### config.mk
export PLATFORM = sky130hd
export DESIGN_NAME = conv_tap_scheduler
export DESIGN_NICKNAME = d
export VERILOG_FILES = /design/src/rtl/conv_pkg.sv /design/src/rtl/conv_tap_shifter.sv /design/src/rtl/conv_tap_scheduler.sv
export SDC_FILE = /design/constraint.sdc
export NUM_CORES = 1
export LEC_CHECK = 0
export ABC_AREA = 1
export BUFFER_PORTS_ARGS = -buffer_cell sky130_fd_sc_hd__buf_4
export CAP_MARGIN = 20
export CORE_MARGIN = 1.5
export CORE_UTILIZATION = 58
export CTS_BUF_LIST = sky130_fd_sc_hd__clkbuf_8 sky130_fd_sc_hd__clkbuf_16
export DETAILED_ROUTE_END_ITERATION = 16
export PLACE_DENSITY = 0.86
export SLEW_MARGIN = 20
export SYNTH_ARGS = -nofsm -noshare
export SYNTH_HDL_FRONTEND = slang
export SYNTH_HIERARCHICAL = 1
export SYNTH_SLANG_ARGS = --single-unit
### constraint.sdc
create_clock -name clk -period 3.4 [get_ports clk]
set_input_delay 1.02 -clock clk [delete_from_list [all_inputs] [get_ports clk]]
set_output_delay 1.02 -clock clk [all_outputs]
set_load 0.01 [all_outputs]
### src/rtl/conv_pkg.sv
// Shared definitions for the convolution tap scheduler: default sizes,
// FSM state encoding and a word-select helper for packed windows.
package conv_pkg;

   localparam int unsigned CONV_DATA_WIDTH = 16;
   localparam int unsigned CONV_D          = 4;

   // Widest vector / word the word-select helper accepts
   localparam int unsigned VEC_MAX  = 1024;
   localparam int unsigned WORD_MAX = 64;

   typedef enum logic [2:0] {
      ST_IDLE  = 3'd0,
      ST_CLEAR = 3'd1,
      ST_ISSUE = 3'd2,
      ST_DRAIN = 3'd3,
      ST_DONE  = 3'd4
   } state_t;

   // Field k of a dw*d packed vector, counted from the MSB end
   function automatic logic [WORD_MAX-1:0] word_sel(input logic [VEC_MAX-1:0] vec,
                                                    input int unsigned        dw,
                                                    input int unsigned        d,
                                                    input int unsigned        k);
      logic [VEC_MAX-1:0]  sh;
      logic [WORD_MAX-1:0] res;
      sh  = vec >> ((d - 1 - k) * dw);
      res = '0;
      for (int unsigned i = 0; i < WORD_MAX; i++) begin
         res[i] = (i < dw) ? sh[i] : 1'b0;
      end
      return res;
   endfunction

endpackage

### src/rtl/conv_tap_shifter.sv
// Image/filter window register pair. Parallel-loads both windows, presents
// word 0 (MSB field) and advances one word per shift, so the scheduler never
// needs a D-way operand mux.
module conv_tap_shifter
   import conv_pkg::*;
#(
   parameter int unsigned DATA_WIDTH = CONV_DATA_WIDTH,
   parameter int unsigned D          = CONV_D
) (
   input  logic                    clk,
   input  logic                    reset,
   input  logic                    load,
   input  logic                    shift,
   input  logic [DATA_WIDTH*D-1:0] image_in,
   input  logic [DATA_WIDTH*D-1:0] filter_in,
   output logic [DATA_WIDTH-1:0]   image_word,
   output logic [DATA_WIDTH-1:0]   filter_word
);

   logic [DATA_WIDTH*D-1:0] img_q;
   logic [DATA_WIDTH*D-1:0] flt_q;

   // Load has priority; a shift moves the next word into the MSB field
   always_ff @(posedge clk or negedge reset) begin
      if (!reset) begin
         img_q <= '0;
         flt_q <= '0;
      end else if (load) begin
         img_q <= image_in;
         flt_q <= filter_in;
      end else if (shift) begin
         img_q <= img_q << DATA_WIDTH;
         flt_q <= flt_q << DATA_WIDTH;
      end
   end

   // Current head word of each window
   always_comb begin
      image_word  = DATA_WIDTH'(word_sel(VEC_MAX'(img_q), DATA_WIDTH, D, 0));
      filter_word = DATA_WIDTH'(word_sel(VEC_MAX'(flt_q), DATA_WIDTH, D, 0));
   end

endmodule

### src/rtl/conv_tap_scheduler.sv
// Sequencer for the shared float16 MAC processing element: clears the PE,
// issues one operand pair per cycle, waits out the PE latency and hands the
// dot-product result out on a valid/ready port with back-pressure.
module conv_tap_scheduler
   import conv_pkg::*;
#(
   parameter int unsigned DATA_WIDTH = CONV_DATA_WIDTH,
   parameter int unsigned D          = CONV_D,
   parameter int unsigned PE_LATENCY = 2
) (
   input  logic                    clk,
   input  logic                    reset,
   input  logic                    start,
   input  logic [DATA_WIDTH*D-1:0] image,
   input  logic [DATA_WIDTH*D-1:0] filter,
   output logic                    busy,
   output logic                    pe_clear,
   output logic [DATA_WIDTH-1:0]   pe_a,
   output logic [DATA_WIDTH-1:0]   pe_b,
   input  logic [DATA_WIDTH-1:0]   pe_result,
   output logic                    out_valid,
   input  logic                    out_ready,
   output logic [DATA_WIDTH-1:0]   out_data
);

   localparam int unsigned CNT_MAX = (D > PE_LATENCY) ? D : PE_LATENCY;
   localparam int unsigned CW      = $clog2(CNT_MAX + 1);

   state_t                  state, state_nx;
   logic [CW-1:0]           tap, tap_nx;
   logic [CW-1:0]           drain, drain_nx;
   logic                    busy_nx, clear_nx, valid_nx;
   logic [DATA_WIDTH-1:0]   a_nx, b_nx, data_nx;
   logic                    load, shift;
   logic [DATA_WIDTH-1:0]   image_word, filter_word;

   conv_tap_shifter #(
      .DATA_WIDTH (DATA_WIDTH),
      .D          (D)
   ) u_shifter (
      .clk         (clk),
      .reset       (reset),
      .load        (load),
      .shift       (shift),
      .image_in    (image),
      .filter_in   (filter),
      .image_word  (image_word),
      .filter_word (filter_word)
   );

   // State register
   always_ff @(posedge clk or negedge reset) begin
      if (!reset) begin
         state <= ST_IDLE;
      end else begin
         state <= state_nx;
      end
   end

   // Next state plus next values of every registered output. Outputs are
   // computed for the state being entered, so they line up with it.
   always_comb begin
      state_nx = state;
      tap_nx   = tap;
      drain_nx = drain;
      busy_nx  = busy;
      clear_nx = 1'b0;
      a_nx     = '0;
      b_nx     = '0;
      valid_nx = out_valid;
      data_nx  = out_data;
      load     = 1'b0;
      shift    = 1'b0;
      case (state)
         ST_IDLE: begin
            busy_nx = 1'b0;
            if (start) begin
               load     = 1'b1;
               busy_nx  = 1'b1;
               clear_nx = 1'b1;
               state_nx = ST_CLEAR;
            end
         end
         ST_CLEAR: begin
            tap_nx   = '0;
            a_nx     = image_word;
            b_nx     = filter_word;
            shift    = 1'b1;
            state_nx = ST_ISSUE;
         end
         ST_ISSUE: begin
            if (tap == CW'(D - 1)) begin
               drain_nx = CW'(PE_LATENCY);
               state_nx = ST_DRAIN;
            end else begin
               tap_nx = tap + CW'(1);
               a_nx   = image_word;
               b_nx   = filter_word;
               shift  = 1'b1;
            end
         end
         ST_DRAIN: begin
            if (drain == CW'(1)) begin
               drain_nx = '0;
               data_nx  = pe_result;
               valid_nx = 1'b1;
               state_nx = ST_DONE;
            end else begin
               drain_nx = drain - CW'(1);
            end
         end
         ST_DONE: begin
            if (out_valid && out_ready) begin
               valid_nx = 1'b0;
               if (start) begin
                  load     = 1'b1;
                  clear_nx = 1'b1;
                  state_nx = ST_CLEAR;
               end else begin
                  busy_nx  = 1'b0;
                  state_nx = ST_IDLE;
               end
            end
         end
         default: begin
            busy_nx  = 1'b0;
            valid_nx = 1'b0;
            state_nx = ST_IDLE;
         end
      endcase
   end

   // Counters and registered outputs
   always_ff @(posedge clk or negedge reset) begin
      if (!reset) begin
         tap       <= '0;
         drain     <= '0;
         busy      <= 1'b0;
         pe_clear  <= 1'b0;
         pe_a      <= '0;
         pe_b      <= '0;
         out_valid <= 1'b0;
         out_data  <= '0;
      end else begin
         tap       <= tap_nx;
         drain     <= drain_nx;
         busy      <= busy_nx;
         pe_clear  <= clear_nx;
         pe_a      <= a_nx;
         pe_b      <= b_nx;
         out_valid <= valid_nx;
         out_data  <= data_nx;
      end
   end

endmodule

==> results of run 1 <==
critical path, delay by kind of cell (launching register included):
kind | cells | cell delay [ns]
buf+inv | 2 | 1.16
flops | 1 | 0.45
compound gates | 1 | 0.23
simple gates | 4 | 0.69
per-layer routing:
| layer | up-vias | GRT usage |
|---|---|---|
| li1 | 3216 | - |
| met1 | 3094 | 0.371 |
| met2 | 252 | 0.406 |
| met3 | 43 | 0.0602 |
| met4 | 0 | 0.115 |
| met5 | - | 0 |
sequential cells by signal, indices dropped and copies added, names as in the netlist:
register and flops:
u_shifter/flt_q 64, tap 3, out_valid 1, out_data 16
pe_b 16, drain 3, busy 1, u_shifter/img_q 64
pe_a 16, pe_clear 1, state 3
cells in the mapped netlist:
| library cell | n |
|---|---|
| a21oi_1 | 1 |
| a22oi_1 | 1 |
| buf_2 | 36 |
| buf_4 | 37 |
| buf_6 | 5 |
| clkbuf_1 | 10 |
| clkinv_1 | 1 |
| dfrtp_1 | 188 |
| ha_1 | 5 |
| inv_1 | 39 |
| inv_2 | 2 |
| inv_4 | 1 |
| nand2_1 | 341 |
| nand2_2 | 2 |
| nand2_4 | 1 |
| nand3_1 | 212 |
| nand3b_1 | 1 |
| nand3b_4 | 1 |
| nor2_1 | 32 |
| nor2_2 | 4 |
| nor2_4 | 1 |
| nor2_8 | 1 |
| o211ai_1 | 1 |
| o21ai_0 | 9 |
| o22ai_1 | 1 |
| xnor2_1 | 1 |
where the power goes:
part           switching [mW]  internal (mW)  total [mW]
clock network           0.787           1.25        2.04
logic                    2.30           1.30        3.60
registers               0.531           3.23        3.76
final cells by class:
cell class              instances  area (um^2)
fillers                      1016         3750
inverters                      43          164
repair buffers                206         1590
clock inverters                12          155
well taps                     180          225
flip-flops and latches        188         4700
clock buffers                  19          453
multi-input cells             615         2740
final timing paths:
kind	startpoint	slack, ns	to
worst max-delay path	state[0]	0.72	u_shifter/flt_q[27]
max in group asynchronous	reset	2.01	u_shifter/flt_q[20]
worst min register to register	u_shifter/flt_q[3]	0.47	u_shifter/flt_q[3]
worst max register to register	state[0]	0.72	u_shifter/flt_q[27]
worst min-delay path	u_shifter/flt_q[3]	0.47	u_shifter/flt_q[3]
min in group asynchronous	reset	0.64	out_data[12]
through the flow:
step / hold slack [ns] / setup WS (ns) / power (mW)
after floorplan: 0.443 / 1.19 / 6.47
after CTS: 0.475 / 0.748 / 9.43
final: 0.473 / 0.721 / 9.40
after global placement: 0.456 / 0.419 / 7.20
after detailed placement: 0.460 / 0.357 / 7.35
after global routing: 0.487 / 0.438 / 10.1
logic make-up after synthesis:
kind of cell / Yosys count / share of synthesized area
xor gates and xnor gates: 1 / 0.00108
buffers and inverters: 131 / 0.0880
adders and majority gates: 5 / 0.00769
and+or+nand+nor: 596 / 0.316
DFF: 188 / 0.579
AOI/OAI and AO/OA: 13 / 0.00877
==> results.ini, run 1 <==
[run_status]
status = complete, no violations

[critical_path]
crit_slowest_cell = buf_4
worstPathRequired_ns = 3.76
crit_chain = nor2_1, nand3_1, o21ai_4, buf_4, buf_4, nand2_1, nand3_1
setup.worst_path.end_class = flop
start_kind = flop
rr_worst_depth = 7
cp.arrival_ns = 3.04
crit_fanout = 84
max_stage_delay_ns = 0.72
worstSetupPathType = reg2reg

[power_and_ir_drop]
leakagePower_nw = 5.31
ir_drop_mv = 0.571
power_density_nw_per_um2 = 937

[clocking]
clk_latency_ns = 0.43
cts.path.max_buffers = 2
cts-hold-fix-buffers = 0
clkSlewWorstSetupHoldPaths_ns = 0.06
post_cts_buffers = 0
cts-buffers-inserted = 17
clock-sinks = 188
htree_num_levels = 4
cts_resized = 0
tritoncts = done
root_buffer = clkbuf_16

[routing]
vias = 6605
drtAntennaViolNets = 0
wirelength_um = 18700
wl_met3_um = 1140
wl_met2_um = 8970
drt_iter0_drc = 641
vias_per_cell = 5.23
routedWlPerCell_um = 14.8
top_layer = met4
drc = 0
wl_met1_um = 7990
firstDrtPassIters = 5

[floorplan]
fp-row-count = 43
start_util = 0.590
core_area_um2 = 13800
die_area_um2 = 14700
die_h_um = 121
die_x_um = 121
ios = 199

[sta]
setup_violations = 0
finalCritPeriodShare = 0.788
tns_ns = 0
rsz0062_at_grt = false
tightest_slew_ns = 1.04
fmax_mhz = 373
slew_headroom = 0.306
hold_viol = 0
fin_worst_skew_ns = 0.00731
min_period_ns = 2.68
drv_slew = 0

[cells_and_area]
diodes = 0
layout_common_cells = nand2_1, nand3_1, buf_4
fin_util = 0.728
final_nets = 1224
stdcell_count = 1263
final_common_cell = nand2_1
area_delta_synth_final_pct = 23.3
drive_above_1_share = 0.229
postLayoutCellArea_um2 = 10000

[flow_run]
maxCapViolCount = 0

[worst_hold_path]
whs_path_depth = 2
holdCritPathClass = reg2reg

[global_routing]
grt_pass1_wl_um = 30600
grt_max_degree = 97
gr-total-overflow = 0
grt_pass1_vias = 6315
antenna_found_initial = 0
grt_util_all_layers = 0.267

[placed_design]
hpwl_um = 12200
place_area_um2 = 9420
dp.cells = 1232
gp_congestion = 0.840
io_buffers = 198

[yosys]
syn_area_per_cell_um2 = 8.71
synth.area.top_cells = dfrtp_1, nand2_1, nand3_1, buf_4, buf_2
syn-num-nets = 1087
postSynthCellCount = 934
yosysWarnings = 6
yosysSeqAreaShare = 0.579
synth_area_um2 = 8130
ys_seq_elements = 188
synth.top_cell.area_share = 0.579
yosysTopAreaCell = dfrtp_1
synthDistinctLibCells = 26

Power figures use the tool's default switching activity.
==> run 2, diff against run 1 <==
ABC_AREA = 0   (was 1)
CORE_UTILIZATION = 54   (was 58)
PLACE_DENSITY = 0.8   (was 0.86)
clock period = 2.8 ns   (was 3.4 ns; I/O delays follow)
==> results.ini, run 2 <==
[run_status]
status = complete, no violations

[cells_and_area]
final_common_cell = buf_4
layout_common_cells = buf_4, dfrtp_1, nand2_1
ff_latch_area_um2 = 4700
diodes = 0
area_delta_synth_final_pct = 24.6
reg.largest.list = u_shifter/flt_q (64), u_shifter/img_q (64)
final_nets = 1065
stdcell_count = 1112
multi_input_area_um2 = 3060
drive_above_1_share = 0.289
n_fill_cell = 1168

[critical_path]
setup.worst_path.end_class = flop
regToRegSetupSlack_ns = 0.50
start_kind = flop
cp.arrival_ns = 2.60
worstReg2RegStart = tap[0]
rr_worst_depth = 8
worstPathRequired_ns = 3.10
rr_endpoint = u_shifter/flt_q[19]
crit_fanout = 64
worstSetupPathType = reg2reg

[floorplan]
ios = 199
die_h_um = 127
die_x_um = 127
start_util = 0.551
die_area_um2 = 16100
fp-row-count = 45
core_area_um2 = 15100

[placed_design]
dp.cells = 1081
gp_congestion = 0.823
hpwl_um = 12600
io_buffers = 198

[routing]
drc = 0
vias_per_cell = 5.24
vias = 5825
wl_met2_um = 8290
routedWlPerCell_um = 16.0
wl_met3_um = 785
drtAntennaViolNets = 0
wirelength_um = 17800
firstDrtPassIters = 5
drt_iter0_drc = 377
wl_met1_um = 8240
top_layer = met4

[yosys]
syn_area_per_cell_um2 = 11.0
yosysMostFrequentCell = dfrtp_1
synth_common_cells = dfrtp_1, nand2_1, o21ai_1
ys_seq_elements = 188
synth.top_cell.area_share = 0.566
yosysTopAreaCell = dfrtp_1
synthFlopType = dfrtp_1
yosysWarnings = 6
synthDistinctLibCells = 34
synth.area.top_cells = dfrtp_1, mux2i_1, o21ai_1, nand2_1, buf_4
syn-num-nets = 911
synth_area_um2 = 8310
postSynthCellCount = 758
async_reset_ff_frac = 1.00
synth-edff-count = 0
yosysSeqAreaShare = 0.566

[clocking]
cts_resized = 0
clock-sinks = 188
cts-hold-fix-buffers = 0
cts.path.max_buffers = 2
cts-buffers-inserted = 17
root_buffer = clkbuf_16
tritoncts = done
post_cts_buffers = 0
clkSlewWorstSetupHoldPaths_ns = 0.07
clk_latency_ns = 0.42
htree_num_levels = 4

[sta]
hold_viol = 0
rsz0062_at_grt = false
slew_headroom = 0.636
drv_slew = 0
tightest_slew_ns = 0.545
fmax_mhz = 434
setup_violations = 0
min_period_ns = 2.30
tns_ns = 0
fin_worst_skew_ns = 0.00651
finalCritPeriodShare = 0.823

[global_routing]
gr-total-overflow = 0
grt_max_degree = 67
grt_util_all_layers = 0.229
antenna_found_initial = 0
grt_pass1_vias = 5557
grt_pass1_wl_um = 28700

[flow_run]
maxCapViolCount = 0

[power_and_ir_drop]
leakagePower_nw = 5.03
ir_drop_mv = 0.633
power_density_nw_per_um2 = 1150

[worst_hold_path]
holdCritPathClass = in2async

==> run 2: cell count changes after synthesis, sizes merged, moves of 16 or more <==
| cell | change |
|---|---|
| and2 | +33 |
| inv | -38 |
| mux2 | +16 |
| mux2i | +97 |
| nand2 | -209 |
| nand2b | +34 |
| nand3 | -210 |
| nor2 | -33 |
| o21ai | +128 |
==> run 2: routing by layer <==
| metal | track usage | vias to the layer above |
|---|---|---|
| li1 | - | 2824 |
| met1 | 0.339 | 2810 |
| met2 | 0.335 | 159 |
| met3 | 0.0440 | 32 |
| met4 | 0.0882 | 0 |
| met5 | 0 | - |
==> run 2: cells by family after synthesis <==
logic type	synth area share
simple gates	0.120
flops	0.566
fa+ha+maj	0.00753
buf+inv	0.0678
compound gates	0.0941
mux	0.142
xor+xnor	0.00211
==> run 2: worst max-delay path by stage <==
stage,start,endpoint
2_1_floorplan,out_ready,u_shifter/flt_q[16]
3_3_place_gp,out_ready,u_shifter/img_q[6]
3_5_place_dp,tap[0],u_shifter/flt_q[19]
4_1_cts,tap[0],u_shifter/flt_q[60]
5_1_grt,tap[0],u_shifter/flt_q[28]
6_report,tap[0],u_shifter/flt_q[19]
==> run 2: critical path, cell delays in order (launching register included) <==
cell,delay [ns]
dfrtp_1,0.41
ha_1,0.23
ha_1,0.20
nor2_1,0.19
nand2_1,0.13
a21oi_4,0.25
buf_12,0.38
mux2i_1,0.25
o21ai_1,0.09
==> run 2: metrics by stage <==
stage | area [um^2] | total power, mW | hold slack, ns | worst slack, ns | util
2_1_floorplan | 8310 | 8.31 | 0.476 | 0.860 | -
5_1_grt | 10300 | 12.7 | 0.439 | 0.363 | 0.686
6_report | 10300 | 11.9 | 0.389 | 0.496 | 0.686
3_3_place_gp | 9770 | 9.40 | 0.468 | 0.587 | 0.648
3_5_place_dp | 9770 | 9.62 | 0.469 | 0.539 | 0.648
4_1_cts | 10300 | 12.0 | 0.406 | 0.508 | 0.686
==> run 2: layout make-up <==
type / count / area share
well taps: 188 / 0.0227
clock inverters: 12 / 0.0118
repair buffers: 217 / 0.170
inverters: 4 / 0.00145
flip-flops and latches: 188 / 0.455
clock buffers: 19 / 0.0438
multi-input cells: 484 / 0.296
==> run 2: where the power goes <==
part	internal, mW	switching, mW
sequential	3.95	0.761
combinational	2.43	2.45
clock	1.35	0.996
total	7.73	4.21
==> run 3, diff against run 2 <==
CORE_UTILIZATION = 49   (was 54)
PLACE_DENSITY = 0.77   (was 0.8)
clock period = 2 ns   (was 2.8 ns; I/O delays follow)
==> results.ini, run 3 (synthesized netlist as in run 2, its figures left out) <==
[run_status]
status = complete, no violations

[floorplan]
start_util = 0.501
fp-row-count = 47
die_x_um = 133
core_area_um2 = 16600
ios = 199
die_area_um2 = 17700
die_h_um = 133

[clocking]
clkSlewWorstSetupHoldPaths_ns = 0.07
clock-sinks = 188
cts-hold-fix-buffers = 0
htree_num_levels = 4
clk_latency_ns = 0.43
cts-buffers-inserted = 17
cts.path.max_buffers = 2
root_buffer = clkbuf_16
tritoncts = done

[critical_path]
setup.worst_path.end_class = flop
worstPathRequired_ns = 2.30
cp.arrival_ns = 2.28
worstSetupStartpoint = tap[1]
crit_fanout = 7
worstSetupPathType = reg2reg
start_kind = flop
worstReg2RegStart = tap[1]

[sta]
min_period_ns = 1.98
tightest_slew_ns = 0.435
slew_headroom = 0.710
finalCritPeriodShare = 0.990
rsz0062_at_grt = true
setup_violations = 0
fin_worst_skew_ns = 0.0154
drv_slew = 0
timing.hold.ws_ns = 0.117
fmax_mhz = 505
hold_viol = 0

[cells_and_area]
diodes = 0
drive_above_1_share = 0.320
fin_util = 0.661
area_delta_synth_final_pct = 31.9
final_common_cell = buf_4
layout_common_cells = buf_4, dfrtp_1, nand2_1
final_nets = 1101
reg.largest.list = u_shifter/flt_q (64), u_shifter/img_q (64)
stdcell_count = 1181

[power_and_ir_drop]
swShare = 0.336
leakagePower_nw = 5.30
power.switching_mw = 6.19
p_seq_frac = 0.355
intPower_mw = 12.2
power_frac_comb = 0.459
p_clk_frac = 0.185
ir_drop_mv = 0.851
power_density_nw_per_um2 = 1680

[flow_run]
maxCapViolCount = 0

[placed_design]
dp.cells = 1136
hpwl_um = 13200
io_buffers = 198
gp_congestion = 0.785

[routing]
firstDrtPassIters = 4
drt_iter0_drc = 356
drc = 0
vias_per_cell = 5.06
routedWlPerCell_um = 15.6
drtAntennaViolNets = 0
wirelength_um = 18400
vias = 5978

[global_routing]
grt_util_all_layers = 0.209
grt_pass1_vias = 5806
grt_max_degree = 49
grt_pass1_wl_um = 29300
antenna_found_initial = 0
gr-total-overflow = 0

[worst_hold_path]
holdCritPathClass = in2async

[run 3: cell count changes in the layout (fill, tap and decap cells not counted), sizes merged]
cell / previous run / this run
buf: 216 / 247
bufinv: 2 / 3
inv: 6 / 7
clkbuf: 20 / 25
clkinv: 7 / 4
clkinvlp: 1 / 3
[run 3: routing by layer]
| metal | vias up | track usage | part of all wire |
|---|---|---|---|
| met1 | 2871 | 0.306 | 0.48 |
| met3 | 35 | 0.0381 | 0.044 |
| met5 | - | 0 | 0 |
| li1 | 2906 | - | - |
| met4 | 0 | 0.0924 | 0.031 |
| met2 | 166 | 0.308 | 0.45 |
[run 3: final timing paths]
check | depth (start not counted) | slack (ns) | endpoint
setup / recovery | 9 | 0.02 | u_shifter/img_q[60]
hold / removal | 1 | 0.12 | u_shifter/img_q[9]
setup reg to reg | 9 | 0.02 | u_shifter/img_q[60]
hold reg to reg | 1 | 0.49 | pe_b[7]
max in group asynchronous | 2 | 1.31 | out_data[8]
min in group clk | 3 | 0.38 | u_shifter/img_q[25]
[run 3: layout make-up]
| cell class | count | area (um^2) |
|---|---|---|
| Tap cell | 220 | 275 |
| Timing Repair Buffer | 253 | 2270 |
| Inverter | 4 | 15.0 |
| Sequential cell | 188 | 4700 |
| Clock buffer | 19 | 453 |
| Clock inverter | 13 | 151 |
| Multi-Input combinational cell | 484 | 3090 |
| Fill cell | 1288 | 5630 |
[run 3: power groups by stage]
stage	Clock (mW)	Combinational (mW)	Sequential, mW
5_1_grt	3.66	9.19	6.72
6_report	3.41	8.46	6.55
3_5_place_dp	0	7.67	6.58
2_1_floorplan	0	5.15	6.48
4_1_cts	3.48	7.72	6.52
3_3_place_gp	0	7.48	6.50
[run 3: critical path, cell delays in order, from the launching register on]
cell and delay, ns:
dfrtp_1 0.39, ha_2 0.20, ha_4 0.17, nor2_4 0.09, nand2_2 0.07, a21oi_4 0.28
clkbuf_16 0.24, buf_8 0.12, mux2i_1 0.22, o21ai_1 0.09
[run 3: through the flow]
step	TNS [ns]	setup WS, ns	power, mW	cell area [um^2]
final	0	0.0201	18.4	11000
after floorplan	0	0.0606	11.6	8310
after detailed placement	-0.361	-0.0413	14.2	10100
after global routing	-1.62	-0.0612	19.6	11000
after CTS	0	0.00534	17.7	10700
after global placement	0	0.0400	14.0	10100
[run 3: repair_timing]
item                       in CTS  in global routing
pin swaps                       0                  3
gates resized for setup         3                 11
hold endpoints to repair        0                  0
setup endpoints to repair      78                 89
cloned                          0                  5
setup buffers                   0                  8
